--- config.mk ---
export PLATFORM = sky130hd
export DESIGN_NAME = div_share_arbiter
export DESIGN_NICKNAME = d
export VERILOG_FILES = /design/src/rtl/div_share_arbiter.sv
export SDC_FILE = /design/constraint.sdc
export NUM_CORES = 1
export LEC_CHECK = 0
export BUFFER_PORTS_ARGS = -buffer_cell sky130_fd_sc_hd__buf_2
export CORE_AREA = 2 2 184 186
export CTS_CLUSTER_DIAMETER = 150
export CTS_CLUSTER_SIZE = 20
export DETAILED_ROUTE_END_ITERATION = 10
export DIE_AREA = 0 0 186 188
export HOLD_SLACK_MARGIN = 0.12
export SLEW_MARGIN = 40
export SYNTH_ARGS = -nofsm -noshare
export SYNTH_HDL_FRONTEND = slang
export SYNTH_SLANG_ARGS = --single-unit
--- constraint.sdc ---
create_clock -name clk -period 6.7 [get_ports clk]
set_input_delay 0.67 -clock clk [delete_from_list [all_inputs] [get_ports clk]]
set_output_delay 0.67 -clock clk [all_outputs]
set_load 0.03 [all_outputs]
--- src/rtl/div_share_arbiter.sv ---
// Round-robin arbiter/sequencer sharing one sequential divider among N_REQ
// requesters. Latches the winner's operands, starts the divider, waits for
// done (or times out), and returns the result with a one-cycle ack.
// Zero denominators bypass the divider entirely.
module div_share_arbiter #(
    parameter int N_REQ   = 4,
    parameter int W       = 32,
    parameter int TIMEOUT = 64
) (
    input  logic                 clk,
    input  logic                 rst_n,
    input  logic [N_REQ-1:0]     req,
    input  logic [N_REQ*W-1:0]   num_flat,
    input  logic [N_REQ*W-1:0]   den_flat,
    output logic [N_REQ-1:0]     gnt,
    output logic [N_REQ-1:0]     ack,
    output logic [W-1:0]         quotient,
    output logic [W-1:0]         remainder,
    output logic                 div_zero,
    output logic                 timeout_err,
    output logic                 busy,
    output logic                 div_start,
    output logic [W-1:0]         div_num,
    output logic [W-1:0]         div_den,
    input  logic                 div_done,
    input  logic [W-1:0]         div_quot,
    input  logic [W-1:0]         div_rem
);

    localparam int          IW = $clog2(N_REQ);
    localparam int          CW = $clog2(TIMEOUT);
    localparam int unsigned NR = N_REQ;

    typedef enum logic [1:0] {
        S_IDLE,
        S_ISSUE,
        S_WAIT,
        S_DELIVER
    } state_t;

    state_t              r_state;
    logic [IW-1:0]       r_ptr;
    logic [IW-1:0]       r_win;
    logic [CW-1:0]       r_cnt;
    logic [N_REQ-1:0]    r_gnt;
    logic [N_REQ-1:0]    r_ack;
    logic [W-1:0]        r_quot;
    logic [W-1:0]        r_rem;
    logic                r_div_zero;
    logic                r_timeout_err;
    logic                r_busy;
    logic                r_div_start;
    logic [W-1:0]        r_div_num;
    logic [W-1:0]        r_div_den;

    logic                w_any;
    logic                w_found;
    logic [IW-1:0]       w_win;
    int unsigned         w_idx;
    logic [W-1:0]        w_num_sel;
    logic [W-1:0]        w_den_sel;
    logic [N_REQ-1:0]    w_win_oh;

    // Round-robin pick: first requester at or after r_ptr, wrapping modulo N_REQ
    always_comb begin
        w_any   = |req;
        w_found = 1'b0;
        w_win   = '0;
        w_idx   = 0;
        for (int unsigned k = 0; k < NR; k++) begin
            w_idx = (32'(r_ptr) + k) % NR;
            if (!w_found && req[IW'(w_idx)]) begin
                w_found = 1'b1;
                w_win   = IW'(w_idx);
            end
        end
        w_num_sel = num_flat[32'(w_win)*W +: W];
        w_den_sel = den_flat[32'(w_win)*W +: W];
        w_win_oh  = N_REQ'(1) << w_win;
    end

    // Sequencer FSM; every output is a register updated on state transitions
    always_ff @(posedge clk or negedge rst_n) begin
        if (!rst_n) begin
            r_state       <= S_IDLE;
            r_ptr         <= '0;
            r_win         <= '0;
            r_cnt         <= '0;
            r_gnt         <= '0;
            r_ack         <= '0;
            r_quot        <= '0;
            r_rem         <= '0;
            r_div_zero    <= 1'b0;
            r_timeout_err <= 1'b0;
            r_busy        <= 1'b0;
            r_div_start   <= 1'b0;
            r_div_num     <= '0;
            r_div_den     <= '0;
        end else begin
            case (r_state)
                S_IDLE: begin
                    if (w_any) begin
                        r_win       <= w_win;
                        r_div_num   <= w_num_sel;
                        r_div_den   <= w_den_sel;
                        r_gnt       <= w_win_oh;
                        r_busy      <= 1'b1;
                        // start is decided here so it is visible in the ISSUE cycle
                        r_div_start <= (w_den_sel != '0);
                        r_state     <= S_ISSUE;
                    end
                end
                S_ISSUE: begin
                    r_div_start <= 1'b0;
                    if (r_div_den == '0) begin
                        r_quot     <= '1;
                        r_rem      <= r_div_num;
                        r_div_zero <= 1'b1;
                        r_ack      <= r_gnt;
                        r_state    <= S_DELIVER;
                    end else begin
                        r_cnt   <= '0;
                        r_state <= S_WAIT;
                    end
                end
                S_WAIT: begin
                    if (div_done) begin
                        r_quot  <= div_quot;
                        r_rem   <= div_rem;
                        r_ack   <= r_gnt;
                        r_state <= S_DELIVER;
                    end else if (r_cnt == CW'(TIMEOUT - 1)) begin
                        r_quot        <= '0;
                        r_rem         <= '0;
                        r_timeout_err <= 1'b1;
                        r_ack         <= r_gnt;
                        r_state       <= S_DELIVER;
                    end else begin
                        r_cnt <= r_cnt + 1'b1;
                    end
                end
                S_DELIVER: begin
                    r_ack         <= '0;
                    r_gnt         <= '0;
                    r_div_zero    <= 1'b0;
                    r_timeout_err <= 1'b0;
                    r_busy        <= 1'b0;
                    r_ptr         <= (r_win == IW'(NR - 1)) ? '0 : r_win + 1'b1;
                    r_state       <= S_IDLE;
                end
                default: r_state <= S_IDLE;
            endcase
        end
    end

    assign gnt         = r_gnt;
    assign ack         = r_ack;
    assign quotient    = r_quot;
    assign remainder   = r_rem;
    assign div_zero    = r_div_zero;
    assign timeout_err = r_timeout_err;
    assign busy        = r_busy;
    assign div_start   = r_div_start;
    assign div_num     = r_div_num;
    assign div_den     = r_div_den;

endmodule

Yosys cells after proc, flatten, opt, wreduce, memory -nomap -nowiden
Cells that the tools add are included.
{ "totals": {"input_bits": 327, "regBits": 152, "wordCells": 110} }
{ "classes": {"addsub": 5, "reduce_logical": 25, "n_lt_le_gt_ge": 4, "n_eq_ne": 12, "shift": 3, "n_mux": 47} }
{ "ops": {"columns": ["operator", "n"], "rows": [
  ["$shiftx A128 B8 Y32", 2],
  ["$mux W32", 5],
  ["$pmux W32 S2", 2],
  ["$logic_not A32 Y1", 1],
  ["$reduce_bool A32 Y1", 1],
  ["$mux W6", 3],
  ["$mux W2", 8],
  ["$mux W4", 4],
  ["$mux W1", 13],
  ["$lt A2 B3 Y1 const B", 4],
  ["$ne A2 B2 Y1 const B", 6],
  ["$pmux W4 S3", 1],
  ["$pmux W6 S2", 1],
  ["$reduce_and A2 Y1", 5],
  ["$reduce_bool A2 Y1", 5],
  ["$reduce_and A3 Y1", 3],
  ["$bmux W1 S2", 4],
  ["$pmux W1 S2", 4],
  ["$pmux W2 S4", 1],
  ["$pmux W4 S2", 1],
  ["$add A6 B1 Y6 const B", 1],
  ["$eq A2 B2 Y1 const B", 3],
  ["$eq A6 B6 Y1 const B", 1],
  ["$add A2 B1 Y2 const B", 2],
  ["10 further kinds", 15]
]} }

Logic depth before layout (Yosys ltp)
Gate-level depths: netlist of the first run.
{ "logic_depth": {"depth_word": 16, "depth_mapped": 12, "mapped_depth_nobuf": 9} }

Worst setup path before layout of the first run
No wires, ideal clock.
{ "synth_path": {"kind": "input -> register", "start": "in req[3]", "end": "reg r_div_start, in the netlist div_start", "n_path_buf": 2, "setup_ns": 0.127, "arrival_time_ns": 2.357, "setup_slack_ns": 4.216, "required_time_ns": 6.573, "path_stages": 11, "cell_sequence": "nand2b_1 a211o_1 and2_4 buf_6 buf_2 a21oi_1 a22o_1 nand4_1 nor4_1 a2111oi_0 nand3b_1"} }
{ "synth_between": {"elab_chain_cells": 16} }
{ "synth_rtl": {"columns": ["item", "line_no", "rtl"], "rows": [
  ["from (decl)", "12", "input logic [N_REQ-1:0] req,"],
  ["$bmux W1 S2", "72", "if (!w_found && req[IW'(w_idx)]) begin"],
  ["$mux W1 (not written as such)", "72", null],
  ["$mux W1", "72", null],
  ["$logic_not A1 Y1", "72", null],
  ["$logic_and A1 B1 Y1", "72", null],
  ["$mux W1", "72", null],
  ["$logic_not A1 Y1", "72", null],
  ["$logic_and A1 B1 Y1", "72", null],
  ["$mux W1", "72", null],
  ["$logic_not A1 Y1", "72", null],
  ["$logic_and A1 B1 Y1", "72", null],
  ["$mux W2", "72", null],
  ["$shiftx A128 B8 Y32", "78", "w_den_sel = den_flat[32'(w_win)*W +: W];"],
  ["$reduce_bool A32 Y1", "109", "r_div_start <= (w_den_sel != '0);"],
  ["$mux W1", "102", "if (w_any) begin"],
  ["$pmux W1 S2", "100", "case (r_state)"],
  ["to (signal assigned)", "109", null],
  ["to (decl)", "52", "logic r_div_start;"]
]} }
Several ways; a longest one is shown, not always the timed one. The select of a mux whose other input is x is not followed.
A chain may end at the register's enable or synchronous reset.

Final worst setup path of the first run
{ "layout_path": {"start": "reg r_ptr[1]", "end": "reg r_div_start, in the netlist div_start"} }
{ "layout_between": {"elab_chain_cells": 16} }
{ "layout_rtl": {"columns": ["item", "line_no", "rtl"], "rows": [
  ["from (decl)", "42", "logic [IW-1:0] r_ptr;"],
  ["from (signal assigned)", "148", "r_ptr <= (r_win == IW'(NR - 1)) ? '0 : r_win + 1'b1;"],
  ["branches (longest 11 deep; another with $add A2 B1 Y2)", null, null],
  ["$mux W2 *", "72", null],
  ["$shiftx A128 B8 Y32 *", "78", null],
  ["$reduce_bool A32 Y1 *", "109", null],
  ["$mux W1 *", "102", null],
  ["$pmux W1 S2 *", "100", null]
]} }
Mark *: on every way between the ends. The select of a mux whose other input is x is not followed.

==> impl_metrics.json, run 1 <==
{
  "syn_to_final_growth_pct": 38.8,
  "cts_buffers": 17,
  "hp-class": "input port to asynchronous set/reset pin",
  "cts_tree": "yes",
  "clock-sinks": 152,
  "power.density_mw_per_mm2": 535,
  "nets": 1796,
  "cts_hold_buf": 0,
  "peakVddDrop_uv": 390,
  "drive_gt1_share_pct": 35.5,
  "io_buffers": 466,
  "first_global_vias": 8776,
  "leakage_uw": 0.00589,
  "syn_area_per_cell_um2": 7.95,
  "grt_start_max_net_pins": 93,
  "start_kind": "flop",
  "wire_per_inst_um": 17.5,
  "yosys_warnings": 0,
  "netlist_instances": 1045,
  "netlist_area_mm2": 0.00831,
  "max_freq_mhz": 302,
  "dpl.hpwl_mm": 25.5,
  "yosysSeqAreaShare_pct": 45.8,
  "grt_overflow_total": 0,
  "reg2regPathDepth": 10,
  "final_cell_mix": "buf_2, nand2_1, dfrtp_1",
  "post_cts_buffers": 0,
  "final_common_cell": "buf_2",
  "synth-edff-count": 0,
  "cp.required_ns": 7.00,
  "clock_insertion_delay_worst_skew_ns": 0.43,
  "synth_ff_type": "dfrtp_1",
  "worst_slew_margin_rel_pct": 51.0,
  "clockBufferDepth": 2,
  "max_cap_viol_count": 0,
  "status": "completed",
  "setup_viol": 0,
  "worstMarginPinSlew_ns": 0.734,
  "postRouteAntennaNets": 0,
  "total_power_uw": 6170,
  "async_flop_share_pct": 100,
  "crit_fanout": 35,
  "worstSetupEndpointType": "flop",
  "antenna_found_initial": 0,
  "start_util_pct": 25.1,
  "finalCritPeriodShare_pct": 49.5,
  "critical_path_class": "flop to flop",
  "num_vias": 9163,
  "crit_arrival_ns": 3.61,
  "htree_levels": 4,
  "clkTransAtPathRegs_ns": 0.07,
  "viasPerCell": 4.76,
  "dr.pass1.iters": 5,
  "fin_crit_ns": 3.31,
  "grt_pass1_wl_mm": 50.3,
  "setup_tns_ns": 0,
  "fillCellCount": 3559,
  "synth.distinct_cells": 36,
  "die_h_um": 188,
  "drt-total-wl_mm": 33.7,
  "syn-num-nets": 1379,
  "grt_util_all_layers_pct": 18.7,
  "grt_setup_unrepaired": "no",
  "ios": 467,
  "core-area_mm2": 0.0331,
  "drtIter0Drc": 465,
  "skew_ns": 0.0143,
  "cts_root_buf": "clkbuf_16",
  "finalHoldViolCount": 0,
  "place.gp.congestion": 0.974,
  "drc": 0,
  "dieArea_mm2": 0.0350,
  "cts_resized": 0,
  "antenna_cells": 0,
  "rows": 67,
  "synth-seq-cells": 152,
  "slew_viol_final": 0,
  "fp.dieW_um": 186
}
## flip-flops by register name (all words and copies together) (netlist names)
signal	flops
timeout_err	1
div_num	32
r_ptr	2
busy	1
r_state	2
quotient	32
div_start	1
r_win	2
div_zero	1
remainder	32
div_den	32
ack	4
r_cnt	6
gnt	4
## synthesized netlist by cell type (3+ instances only)
library cell	instances	area share [%]
nor4_1	10	0.75
mux2i_1	35	4.2
o31ai_1	4	0.36
nand2_1	309	14
nand4_1	10	0.75
a22o_1	33	3.5
nor2_1	103	4.7
nand3_1	70	4.2
a32o_1	4	0.48
nand2b_1	8	0.60
a221oi_1	32	3.4
nand3b_1	3	0.27
mux2_2	3	0.41
buf_6	5	0.68
a21o_1	3	0.27
inv_1	9	0.41
dfrtp_1	152	46
buf_1	6	0.27
a21oi_1	67	4.0
ha_1	7	1.1
buf_2	15	0.90
clkbuf_1	53	2.4
o21ai_0	85	5.1
## power breakdown
group	total (µW)	internal (µW)	leakage, µW	switching [µW]
logic	3520	1070	0.00381	2450
registers	1740	1380	0.00182	354
clock network	919	484	0.000262	435
total	6170	2930	0.00589	3240
## worst max-delay path, cell delays in order, from the launching register on
cell and delay [ns]:
dfrtp_1 0.45, nand2b_1 0.14, a21o_1 0.17, and3_2 0.67, buf_4 0.48, mux2i_1 0.24
a22o_1 0.17, nand4_1 0.09, nor4_1 0.39, a2111oi_0 0.17, nand3b_1 0.18
## per-layer routing
| metal | share of wire (%) | GRT usage [%] | vias to the layer above | routed length (µm) |
|---|---|---|---|---|
| li1 | - | - | 4428 | - |
| met1 | 45 | 25.3 | 4316 | 15200 |
| met2 | 46 | 30.3 | 386 | 15600 |
| met3 | 7.3 | 4.23 | 33 | 2450 |
| met4 | 1.4 | 4.30 | 0 | 482 |
| met5 | 0 | 0 | - | 0 |
## cells by family (layout without fill, tap and decap cells)
kind of cell | Yosys count | in the layout | share of synthesized area, %
compound gates | 231 | 231 | 17.4
flops | 152 | 152 | 45.8
mux | 38 | 38 | 4.62
simple gates | 526 | 526 | 26.2
fa+ha+maj | 7 | 7 | 1.05
buf+inv | 91 | 521 | 4.92
## layout make-up
type | count | area [µm²] | area share [%]
flip-flops and latches | 152 | 3800 | 33.0
multi-input cells | 802 | 4140 | 35.9
repair buffers | 480 | 2460 | 21.3
inverters | 9 | 33.8 | 0.293
well taps | 448 | 561 | 4.86
clock buffers | 18 | 429 | 3.72
clock inverters | 14 | 113 | 0.976
## stage by stage
| step | hold WS [ns] | instance area (µm²) | utilization, % | worst slack (ns) | instances |
|---|---|---|---|---|---|
| 2_1_floorplan | 0.374 | 8310 | - | 4.22 | 1045 |
| 3_3_place_gp | 0.461 | 11000 | 33.2 | 3.12 | 1891 |
| 3_5_place_dp | 0.473 | 11000 | 33.2 | 3.05 | 1891 |
| 4_1_cts | 0.295 | 11500 | 34.8 | 3.31 | 1923 |
| 5_1_grt | 0.315 | 11500 | 34.8 | 3.10 | 1923 |
| 6_report | 0.266 | 11500 | 34.8 | 3.39 | 1923 |
## final timing paths
kind	startpoint	to	slack [ns]
hold / removal	rst_n	div_num[17]$_DFFE_PN0P_	0.27
hold reg to reg	ack[2]$_DFFE_PN0P_	ack[2]$_DFFE_PN0P_	0.48
setup / recovery	r_ptr[1]$_DFFE_PN0P_	div_start$_DFFE_PN0P_	3.39
setup reg to reg	r_ptr[1]$_DFFE_PN0P_	div_start$_DFFE_PN0P_	3.39
max in group asynchronous	rst_n	div_num[21]$_DFFE_PN0P_	5.26
min in group clk	ack[2]$_DFFE_PN0P_	ack[2]$_DFFE_PN0P_	0.48
Note: power is estimated with default switching activity, not from simulation.
==> inputs of run 2 (changes only) <==
--- a/config.mk
+++ b/config.mk
@@ -5,12 +5,13 @@
 export SDC_FILE = /design/constraint.sdc
 export NUM_CORES = 1
 export LEC_CHECK = 0
+export ABC_AREA = 1
 export BUFFER_PORTS_ARGS = -buffer_cell sky130_fd_sc_hd__buf_2
-export CORE_AREA = 2 2 184 186
+export CORE_AREA = 2 2 183 185
 export CTS_CLUSTER_DIAMETER = 150
 export CTS_CLUSTER_SIZE = 20
 export DETAILED_ROUTE_END_ITERATION = 10
-export DIE_AREA = 0 0 186 188
+export DIE_AREA = 0 0 185 187
 export HOLD_SLACK_MARGIN = 0.12
 export SLEW_MARGIN = 40
 export SYNTH_ARGS = -nofsm -noshare
==> constraint.sdc (replaced) <==
create_clock -name clk -period 3.46 [get_ports clk]
set_input_delay 0.346 -clock clk [delete_from_list [all_inputs] [get_ports clk]]
set_output_delay 0.346 -clock clk [all_outputs]
set_load 0.03 [all_outputs]
==> impl_metrics.json, run 2 <==
{
  "clockBufferDepth": 2,
  "synth.distinct_cells": 32,
  "grt_util_all_layers_pct": 20.2,
  "first_global_vias": 9481,
  "clock_insertion_delay_worst_skew_ns": 0.43,
  "synth_ff_type": "dfrtp_1",
  "yosysSeqAreaShare_pct": 44.8,
  "cts_tree": "yes",
  "cts_buffers": 17,
  "cts_hold_buf": 1,
  "ios": 467,
  "drc": 0,
  "dieArea_mm2": 0.0346,
  "io_buffers": 466,
  "reg2reg_to": "div_num[9]$_DFFE_PN0P_",
  "synth-seq-cells": 152,
  "status": "completed",
  "synth-edff-count": 0,
  "skew_ns": 0.0138,
  "setup_viol": 0,
  "fin_util_pct": 36.2,
  "max_cap_viol_count": 0,
  "antenna_found_initial": 2,
  "hp-class": "input port to flop",
  "synth_top_area_share_pct": 44.8,
  "hold_depth": 3,
  "worst_slew_margin_rel_pct": 46.4,
  "async_flop_share_pct": 100,
  "drtIter0Drc": 646,
  "placed_cells": 2007,
  "place.gp.congestion": 0.962,
  "synthTopCellsByCount": "nand2_1, dfrtp_1, nor2_1",
  "core-area_mm2": 0.0329,
  "htree_levels": 4,
  "syn_area_per_cell_um2": 7.33,
  "worstSetupEndpointType": "flop",
  "clkTransAtPathRegs_ns": 0.06,
  "start_kind": "flop",
  "cp.required_ns": 3.80,
  "worstMarginPinSlew_ns": 0.804,
  "wire_per_inst_um": 17.4,
  "final_common_cell": "buf_2",
  "finalCritPeriodShare_pct": 92.1,
  "max_freq_mhz": 314,
  "drt-total-wl_mm": 35.6,
  "clock-sinks": 152,
  "r2r_start": "r_ptr[0]$_DFFE_PN0P_",
  "nets": 1913,
  "finalHoldViolCount": 0,
  "die_h_um": 187,
  "crit_arrival_ns": 3.52,
  "hold_path_end": "remainder[6]$_DFFE_PN0P_",
  "grt_setup_unrepaired": "no",
  "hold_path.startpoint": "div_rem[6]",
  "yosys_warnings": 0,
  "synth_most_common_cell": "nand2_1",
  "grt_overflow_total": 0,
  "cts_root_buf": "clkbuf_16",
  "syn-num-nets": 1492,
  "drive_gt1_share_pct": 33.4,
  "grt_start_max_net_pins": 78,
  "viasPerCell": 4.85,
  "fp.dieW_um": 185,
  "num_vias": 9901,
  "rows": 67,
  "peakVddDrop_uv": 673,
  "layout.cells.non_filler": 2041,
  "reg2regPathDepth": 11,
  "netlist_area_mm2": 0.00849,
  "cts_resized": 0,
  "syn_to_final_growth_pct": 40.2,
  "crit_fanout": 32,
  "ys_top_cells_by_area": "dfrtp_1, nand2_1, nand4_1, o21ai_0, nor2_1",
  "hold_slack_ns": 0.175,
  "dpl.hpwl_mm": 27.4,
  "post_cts_buffers": 0,
  "slew_viol_final": 0,
  "leakage_uw": 0.00614,
  "netlist_instances": 1158,
  "postRouteAntennaNets": 0,
  "critical_path_class": "flop to flop",
  "power.density_mw_per_mm2": 1250,
  "setup_tns_ns": 0,
  "synth_top_area_cell": "dfrtp_1",
  "final_cell_mix": "buf_2, nand2_1, dfrtp_1",
  "r2r_slack_ns": 0.27,
  "grt_pass1_wl_mm": 53.3,
  "dr.pass1.iters": 5,
  "fin_crit_ns": 3.19,
  "start_util_pct": 25.8
}
## run 2: final cells by class
cell class,instances,area (µm²)
Timing Repair Buffer,488,2590
Antenna cell,1,2.50
Fill cell,3519,21000
Tap cell,448,561
Inverter,41,154
Sequential cell,152,3800
Clock buffer,23,488
Multi-Input combinational cell,879,4190
Clock inverter,9,115
## run 2: where the power goes
part	switching, µW	total, µW	internal (µW)
Combinational	6690	9490	2800
Sequential	696	3390	2700
Clock	793	1940	1140
Total	8180	14800	6640
## run 2: cell families after synthesis
| logic type | share of synthesized area (%) |
|---|---|
| xor gates and xnor gates | 0.206 |
| DFF | 44.8 |
| buffers and inverters | 6.44 |
| AOI/OAI and AO/OA | 15.0 |
| adders and majority gates | 1.03 |
| and+or+nand+nor | 32.5 |
## run 2: worst max-delay path by stage
stage,end,startpoint,slack (ns),cells past startpoint
after global placement,div_num[4]$_DFFE_PN0P_,r_ptr[0]$_DFFE_PN0P_,0.49,11
after floorplan,quotient[0]$_DFFE_PN0P_,r_state[0]$_DFFE_PN0P_,1.21,10
final,div_num[9]$_DFFE_PN0P_,r_ptr[0]$_DFFE_PN0P_,0.27,11
after detailed placement,div_num[6]$_DFFE_PN0P_,r_ptr[0]$_DFFE_PN0P_,0.37,13
after CTS,div_num[4]$_DFFE_PN0P_,r_ptr[0]$_DFFE_PN0P_,0.34,11
after global routing,div_num[8]$_DFFE_PN0P_,r_ptr[0]$_DFFE_PN0P_,0.02,13
## run 2: worst max-delay path: stages, from the launching register on
cell,delay (ns)
dfrtp_1,0.59
inv_2,0.16
nand2_1,0.10
nand2_1,0.09
nand2_1,0.07
nand2_1,0.09
nand3_1,0.14
nand3_2,0.51
nor2_4,0.51
buf_4,0.44
a22oi_1,0.16
a31oi_1,0.19
## run 2: routing by layer
| layer | track usage [%] | up-vias | wire [µm] |
|---|---|---|---|
| met5 | 0 | - | 12 |
| met4 | 7.81 | 2 | 1080 |
| met3 | 4.32 | 60 | 2720 |
| met2 | 36.0 | 525 | 17900 |
| met1 | 23.4 | 4527 | 13800 |
| li1 | - | 4787 | - |
## run 2: stage by stage
stage	setup WS (ns)	cell area (µm²)	power, µW
final	0.273	11900	14800
after global routing	0.0164	11900	16100
after CTS	0.338	11900	15000
after detailed placement	0.369	11300	13000
after global placement	0.486	11200	12800
after floorplan	1.21	8490	9880
